File: src/rtl/instruction_fetch_unit_if.sv
// Fetch-unit bus bundle: instruction memory request/response, redirect
// from branch resolution, and the write side of the IF/ID register.
interface instruction_fetch_unit_if;
  logic        imemReq;
  logic [31:0] imemAddr;
  logic        imemGrant;
  logic        imemRespValid;
  logic [31:0] imemRespData;
  logic        redirectValid;
  logic [31:0] redirectTarget;
  logic        ifidEnable;
  logic        fetchValid_IF;
  logic [31:0] pcAddress_IF;
  logic [31:0] instructionCode_IF;
  logic [31:0] pcPlusFour_IF;

  // fetch unit side
  modport master (
    output imemReq, imemAddr,
    input  imemGrant, imemRespValid, imemRespData,
    input  redirectValid, redirectTarget, ifidEnable,
    output fetchValid_IF, pcAddress_IF, instructionCode_IF, pcPlusFour_IF
  );

  // memory / pipeline side
  modport slave (
    input  imemReq, imemAddr,
    output imemGrant, imemRespValid, imemRespData,
    output redirectValid, redirectTarget, ifidEnable,
    input  fetchValid_IF, pcAddress_IF, instructionCode_IF, pcPlusFour_IF
  );
endinterface

File: src/rtl/instruction_fetch_unit.sv
// Instruction fetch stage: owns the PC, issues in-order memory requests,
// buffers returned words in a small FIFO and presents the FIFO head to IF/ID.
// A request is only issued when outstanding + buffered < DEPTH, so every
// granted fetch is guaranteed a FIFO slot when it returns. A redirect empties
// the FIFO and marks every in-flight response for discard.
module instruction_fetch_unit #(
  parameter logic [31:0] RESET_PC = 32'h0000_0000,
  parameter int          DEPTH    = 2,
  parameter logic [31:0] NOP_CODE = 32'h0000_0013
) (
  input  logic                     clk,
  input  logic                     reset,
  instruction_fetch_unit_if.master bus
);

  localparam int CW = $clog2(DEPTH + 1);
  localparam int PW = (DEPTH > 1) ? $clog2(DEPTH) : 1;

  logic [31:0]   fetchPc;
  logic [31:0]   respPc;
  logic [CW-1:0] outstanding;
  logic [CW-1:0] discardCount;
  logic [CW-1:0] count;
  logic [PW-1:0] rdPtr;
  logic [PW-1:0] wrPtr;
  logic [31:0]   pcMem    [DEPTH];
  logic [31:0]   instrMem [DEPTH];

  logic [31:0]   targetAligned;
  logic [CW-1:0] respDec;
  logic          haveCredit;
  logic          grant;
  logic          push;
  logic          pop;
  logic          headValid;

  function automatic logic [PW-1:0] next_ptr(input logic [PW-1:0] p);
    return (p == PW'(DEPTH - 1)) ? '0 : p + PW'(1);
  endfunction

  assign targetAligned = bus.redirectTarget & 32'hFFFF_FFFC;
  assign respDec       = CW'(bus.imemRespValid);
  assign haveCredit    = ({1'b0, outstanding} + {1'b0, count}) < (CW + 1)'(DEPTH);
  assign bus.imemReq   = !bus.redirectValid && haveCredit;
  assign bus.imemAddr  = fetchPc;
  assign grant         = bus.imemReq && bus.imemGrant;
  assign push          = bus.imemRespValid && (discardCount == '0) && !bus.redirectValid;
  assign headValid     = (count != '0);
  assign pop           = bus.ifidEnable && headValid && !bus.redirectValid;

  // PC, credit, discard and FIFO pointer bookkeeping; redirect overrides all
  always_ff @(posedge clk or negedge reset) begin
    if (!reset) begin
      fetchPc      <= RESET_PC;
      respPc       <= RESET_PC;
      outstanding  <= '0;
      discardCount <= '0;
      count        <= '0;
      rdPtr        <= '0;
      wrPtr        <= '0;
    end else if (bus.redirectValid) begin
      fetchPc      <= targetAligned;
      respPc       <= targetAligned;
      count        <= '0;
      rdPtr        <= '0;
      wrPtr        <= '0;
      // a response landing in the redirect cycle is already accounted for
      outstanding  <= outstanding - respDec;
      discardCount <= outstanding - respDec;
    end else begin
      if (grant) begin
        fetchPc <= fetchPc + 32'd4;
      end
      case ({grant, bus.imemRespValid})
        2'b10:   outstanding <= outstanding + CW'(1);
        2'b01:   outstanding <= outstanding - CW'(1);
        default: ;
      endcase
      if (bus.imemRespValid && (discardCount != '0)) begin
        discardCount <= discardCount - CW'(1);
      end
      if (push) begin
        respPc <= respPc + 32'd4;
        wrPtr  <= next_ptr(wrPtr);
      end
      if (pop) begin
        rdPtr <= next_ptr(rdPtr);
      end
      case ({push, pop})
        2'b10:   count <= count + CW'(1);
        2'b01:   count <= count - CW'(1);
        default: ;
      endcase
    end
  end

  // FIFO payload storage; contents are only observed while counted valid
  always_ff @(posedge clk) begin
    if (push) begin
      pcMem[wrPtr]    <= respPc;
      instrMem[wrPtr] <= bus.imemRespData;
    end
  end

  assign bus.fetchValid_IF      = headValid;
  assign bus.pcAddress_IF       = headValid ? pcMem[rdPtr] : 32'h0000_0000;
  assign bus.instructionCode_IF = headValid ? instrMem[rdPtr] : NOP_CODE;
  assign bus.pcPlusFour_IF      = bus.pcAddress_IF + 32'd4;

endmodule

File: src/flat_wrapper.sv
// flat-port wrapper written by rule: the top's interface ports become plain ports
module instruction_fetch_unit_flat 
#(
  parameter logic [31:0] RESET_PC = 32'h0000_0000,
  parameter int          DEPTH    = 2,
  parameter logic [31:0] NOP_CODE = 32'h0000_0013
)
  (clk, reset, bus_imemReq, bus_imemAddr, bus_imemGrant, bus_imemRespValid, bus_imemRespData, bus_redirectValid, bus_redirectTarget, bus_ifidEnable, bus_fetchValid_IF, bus_pcAddress_IF, bus_instructionCode_IF, bus_pcPlusFour_IF);
  instruction_fetch_unit_if bus_i ();
  input  logic clk;
  input  logic reset;
  output wire logic [$bits(bus_i.imemReq)-1:0] bus_imemReq;
  output wire logic [$bits(bus_i.imemAddr)-1:0] bus_imemAddr;
  input wire logic [$bits(bus_i.imemGrant)-1:0] bus_imemGrant;
  input wire logic [$bits(bus_i.imemRespValid)-1:0] bus_imemRespValid;
  input wire logic [$bits(bus_i.imemRespData)-1:0] bus_imemRespData;
  input wire logic [$bits(bus_i.redirectValid)-1:0] bus_redirectValid;
  input wire logic [$bits(bus_i.redirectTarget)-1:0] bus_redirectTarget;
  input wire logic [$bits(bus_i.ifidEnable)-1:0] bus_ifidEnable;
  output wire logic [$bits(bus_i.fetchValid_IF)-1:0] bus_fetchValid_IF;
  output wire logic [$bits(bus_i.pcAddress_IF)-1:0] bus_pcAddress_IF;
  output wire logic [$bits(bus_i.instructionCode_IF)-1:0] bus_instructionCode_IF;
  output wire logic [$bits(bus_i.pcPlusFour_IF)-1:0] bus_pcPlusFour_IF;
  assign bus_imemReq = bus_i.imemReq;
  assign bus_imemAddr = bus_i.imemAddr;
  assign bus_i.imemGrant = bus_imemGrant;
  assign bus_i.imemRespValid = bus_imemRespValid;
  assign bus_i.imemRespData = bus_imemRespData;
  assign bus_i.redirectValid = bus_redirectValid;
  assign bus_i.redirectTarget = bus_redirectTarget;
  assign bus_i.ifidEnable = bus_ifidEnable;
  assign bus_fetchValid_IF = bus_i.fetchValid_IF;
  assign bus_pcAddress_IF = bus_i.pcAddress_IF;
  assign bus_instructionCode_IF = bus_i.instructionCode_IF;
  assign bus_pcPlusFour_IF = bus_i.pcPlusFour_IF;
  instruction_fetch_unit #(.RESET_PC(RESET_PC), .DEPTH(DEPTH), .NOP_CODE(NOP_CODE)) u_core (.clk(clk), .reset(reset), .bus(bus_i));
endmodule
File: config.mk
export PLATFORM = sky130hd
export DESIGN_NAME = instruction_fetch_unit_flat
export DESIGN_NICKNAME = d
export VERILOG_FILES = /design/src/rtl/instruction_fetch_unit_if.sv /design/src/rtl/instruction_fetch_unit.sv /design/src/flat_wrapper.sv
export SDC_FILE = /design/constraint.sdc
export NUM_CORES = 1
export LEC_CHECK = 0
export BUFFER_PORTS_ARGS = -buffer_cell sky130_fd_sc_hd__buf_4
export CELL_PAD_IN_SITES_DETAIL_PLACEMENT = 1
export CELL_PAD_IN_SITES_GLOBAL_PLACEMENT = 1
export CORE_MARGIN = 5
export CORE_UTILIZATION = 35
export DETAILED_ROUTE_END_ITERATION = 10
export PLACE_DENSITY = 0.65
export RECOVER_POWER = 100
export SLEW_MARGIN = 10
export SYNTH_ARGS = -nofsm -noshare
export SYNTH_HDL_FRONTEND = slang
export SYNTH_SLANG_ARGS = --single-unit
File: constraint.sdc
create_clock -name clk -period 7.4 [get_ports clk]
set_input_delay 1.48 -clock clk [delete_from_list [all_inputs] [get_ports clk]]
set_output_delay 1.48 -clock clk [all_outputs]
set_load 0.02 [all_outputs]
==> impl_metrics.ini <==
[logic_synthesis]
yosysTopAreaCell = edfxtp_1
syn_inst = 748
ys_async_sr_fraction_pct = 35.42
yosys-top-cells-count = 124 x edfxtp_1, 76 x nor2_1, 68 x dfrtp_1
ys.flop_type = edfxtp_1
synth_edf_count = 124
yosysMostFrequentCell = edfxtp_1
yosysTopAreaCellShare_pct = 39.60
syn_area_um2 = 9403
synth-seq-area-share_pct = 57.70
synth_cell_types = 53
ys.warnings.count = 0
yosys-top-cells-area = edfxtp_1 40%, dfrtp_1 18%, mux2i_1 6.8%
avgSynthCellArea_um2 = 12.57
ys_seq_elements = 192

[routing]
wl_per_cell_um = 18.43
vias = 6384
first_iter_violations = 237
first_pass_iters = 4
finalWirelength_um = 23670
ant_nets = 0
via_per_inst = 4.972
drc = 0

[die]
core_area_um2 = 26730
io_pins = 200
die_y_um = 173.9
die_x_um = 173.9
rows = 60
initial_utilization_pct = 35.18
die_area_um2 = 30240

[power]
finalPower_mw = 2.955
power_density_nw_per_um2 = 263.8
power.leakage_nw = 3.908
ir_worst_vdd_mv = 0.1057

[final_layout]
drive_above_1_share_pct = 17.18
synthToLayoutAreaGrowth_pct = 19.12
fin_nets = 1006
diodes = 0
utilization_pct = 41.91
fillers = 2875
final_cells = 1284

[global_routing]
grt_pass1_vias = 6688
grt_usage_pct = 15.57
grt_max_degree = 75
grt_overflow_total = 0
grt_antenna_before_repair = 0
grt_pass1_wl_um = 37750

[status]
status = complete, but fails checks
violations = max-capacitance violations, max-slew violations

[sta]
fin_tns_setup_ns = 0
slew_headroom_pct = -157.1
maxSlewViolCount = 297
setup_viol = 0
worst_slew_pin_slew_ns = 3.857
hold_viol_final = 0
rsz0062_at_grt = false
skew_ns = 0.01371
fin_ws_ns = 1.442
period_share_pct = 80.52
period_needed_ns = 5.958
max_freq_mhz = 167.8

[worst_setup_path]
critPathTopFamily = simple AND/OR/NAND/NOR gates
cp_slowest_cell = nor4b_1
crit_buf_inv = 2
arrival_ns = 4.48
end_kind = output port
cpPeakStageDelay_ns = 1.01
cp.required_ns = 5.92
crit_path_cell_trace = mux2i_1 -> or2_2 -> inv_1 -> ha_1 -> nor4b_1 -> nand4_4 -> nor4_1 -> xor2_1 -> clkbuf_1
start_kind = register
worstPathMaxFanout = 53
path_class = register to output port

[cts]
cts_root_buffer = clkbuf_16
clockBufferDepth = 2
h-tree-depth = 4
clkTransAtPathRegs_ns = 0.07
cts_hold_buf = 0
cts_setup_buffers = 0
cts_tree = yes
cts.sinks = 192
cts_buffers = 17
worstSkewPairLatency_ns = 0.43
cts_resized = 0

[place]
routabilityCongestion = 0.7384
port_buffers = 191
dp_hpwl_um = 16830
pre_cts_slack_ns = 2.595
dp.cells = 1252

[min_path]
min_path_type = register to register

[job]
max-cap-violations = 5
stage by stage:
stage,instance area [um2],hold WS [ns]
floorplan,9422,0.4628
global placement,11110,0.4867
detailed placement,11110,0.4961
CTS,11730,0.5151
global route,11200,0.5395
finish,11200,0.5113
state kept, by name, indices dropped and copies added (netlist names):
name and count:
u_core.discardCount 2, u_core.count 2, u_core.wrPtr 1, u_core.pcMem 60, u_core.respPc 30, u_core.instrMem 64, u_core.outstanding 2, u_core.bus.imemAddr 30
u_core.rdPtr 1
cells in the final DEF, fill, tap and decap left out, types with 7 or more instances in the layout:
master       n
edfxtp_1   124
clkbuf_4    24
nand4_1     25
mux2i_1     64
inv_1       10
nor2_1      76
a21oi_1     14
clkbuf_16   17
buf_4       45
and4_1       7
nand2_1     39
clkbuf_1   128
nand3_1     37
xnor2_1     59
xor2_1      33
nor3_1      16
dfrtp_1     67
nand3b_1    10
mux2_2      45
nor4_1      10
path summary, 6_finish.rpt:
kind,startpoint,cells after the start,slack [ns],end
max in group asynchronous,reset,1,2.29,u_core.rdPtr
max,u_core.rdPtr,9,1.44,bus_pcPlusFour_IF[30]
min in group asynchronous,reset,1,2.35,u_core.bus.imemAddr[4]
min,u_core.respPc[31],0,0.51,u_core.pcMem[1][31]
max reg2reg,u_core.discardCount[0],5,3.06,u_core.instrMem[1][20]
min reg2reg,u_core.respPc[31],0,0.51,u_core.pcMem[1][31]
area by class of cell:
type	count	area (um2)	share of cell area, %
Tap cell	341	426.7	3.809
Inverter	11	41.29	0.3686
Multi-Input combinational cell	511	3686	32.91
Clock buffer	17	425.4	3.798
Clock inverter	15	193.9	1.731
Sequential cell	192	5429	48.47
Timing Repair Buffer	197	998.5	8.914
routing by layer:
metal	global-route usage (%)	routed length, um
met1	22.51	11720
met2	24.37	10780
met3	2.914	897
met4	3.761	264
met5	0	0
kinds of logic after synthesis:
group	Yosys count	share of synthesized area [%]
buffers and inverters	50	2.954
other	1	0.03988
and+or+nand+nor	260	14.90
DFF	192	57.70
AOI/OAI and AO/OA	37	2.635
muxes	110	12.32
adders and majority gates	6	0.8783
xor gates and xnor gates	92	8.570
where the power goes:
part / switching [mW] / leakage, nW / internal [mW] / total [mW]
logic: 0.393 / 1.70 / 0.234 / 0.627
clock network: 0.452 / 0.297 / 0.517 / 0.970
registers: 0.0978 / 1.91 / 1.26 / 1.36
No activity file was read; power rests on OpenSTA's default activity.
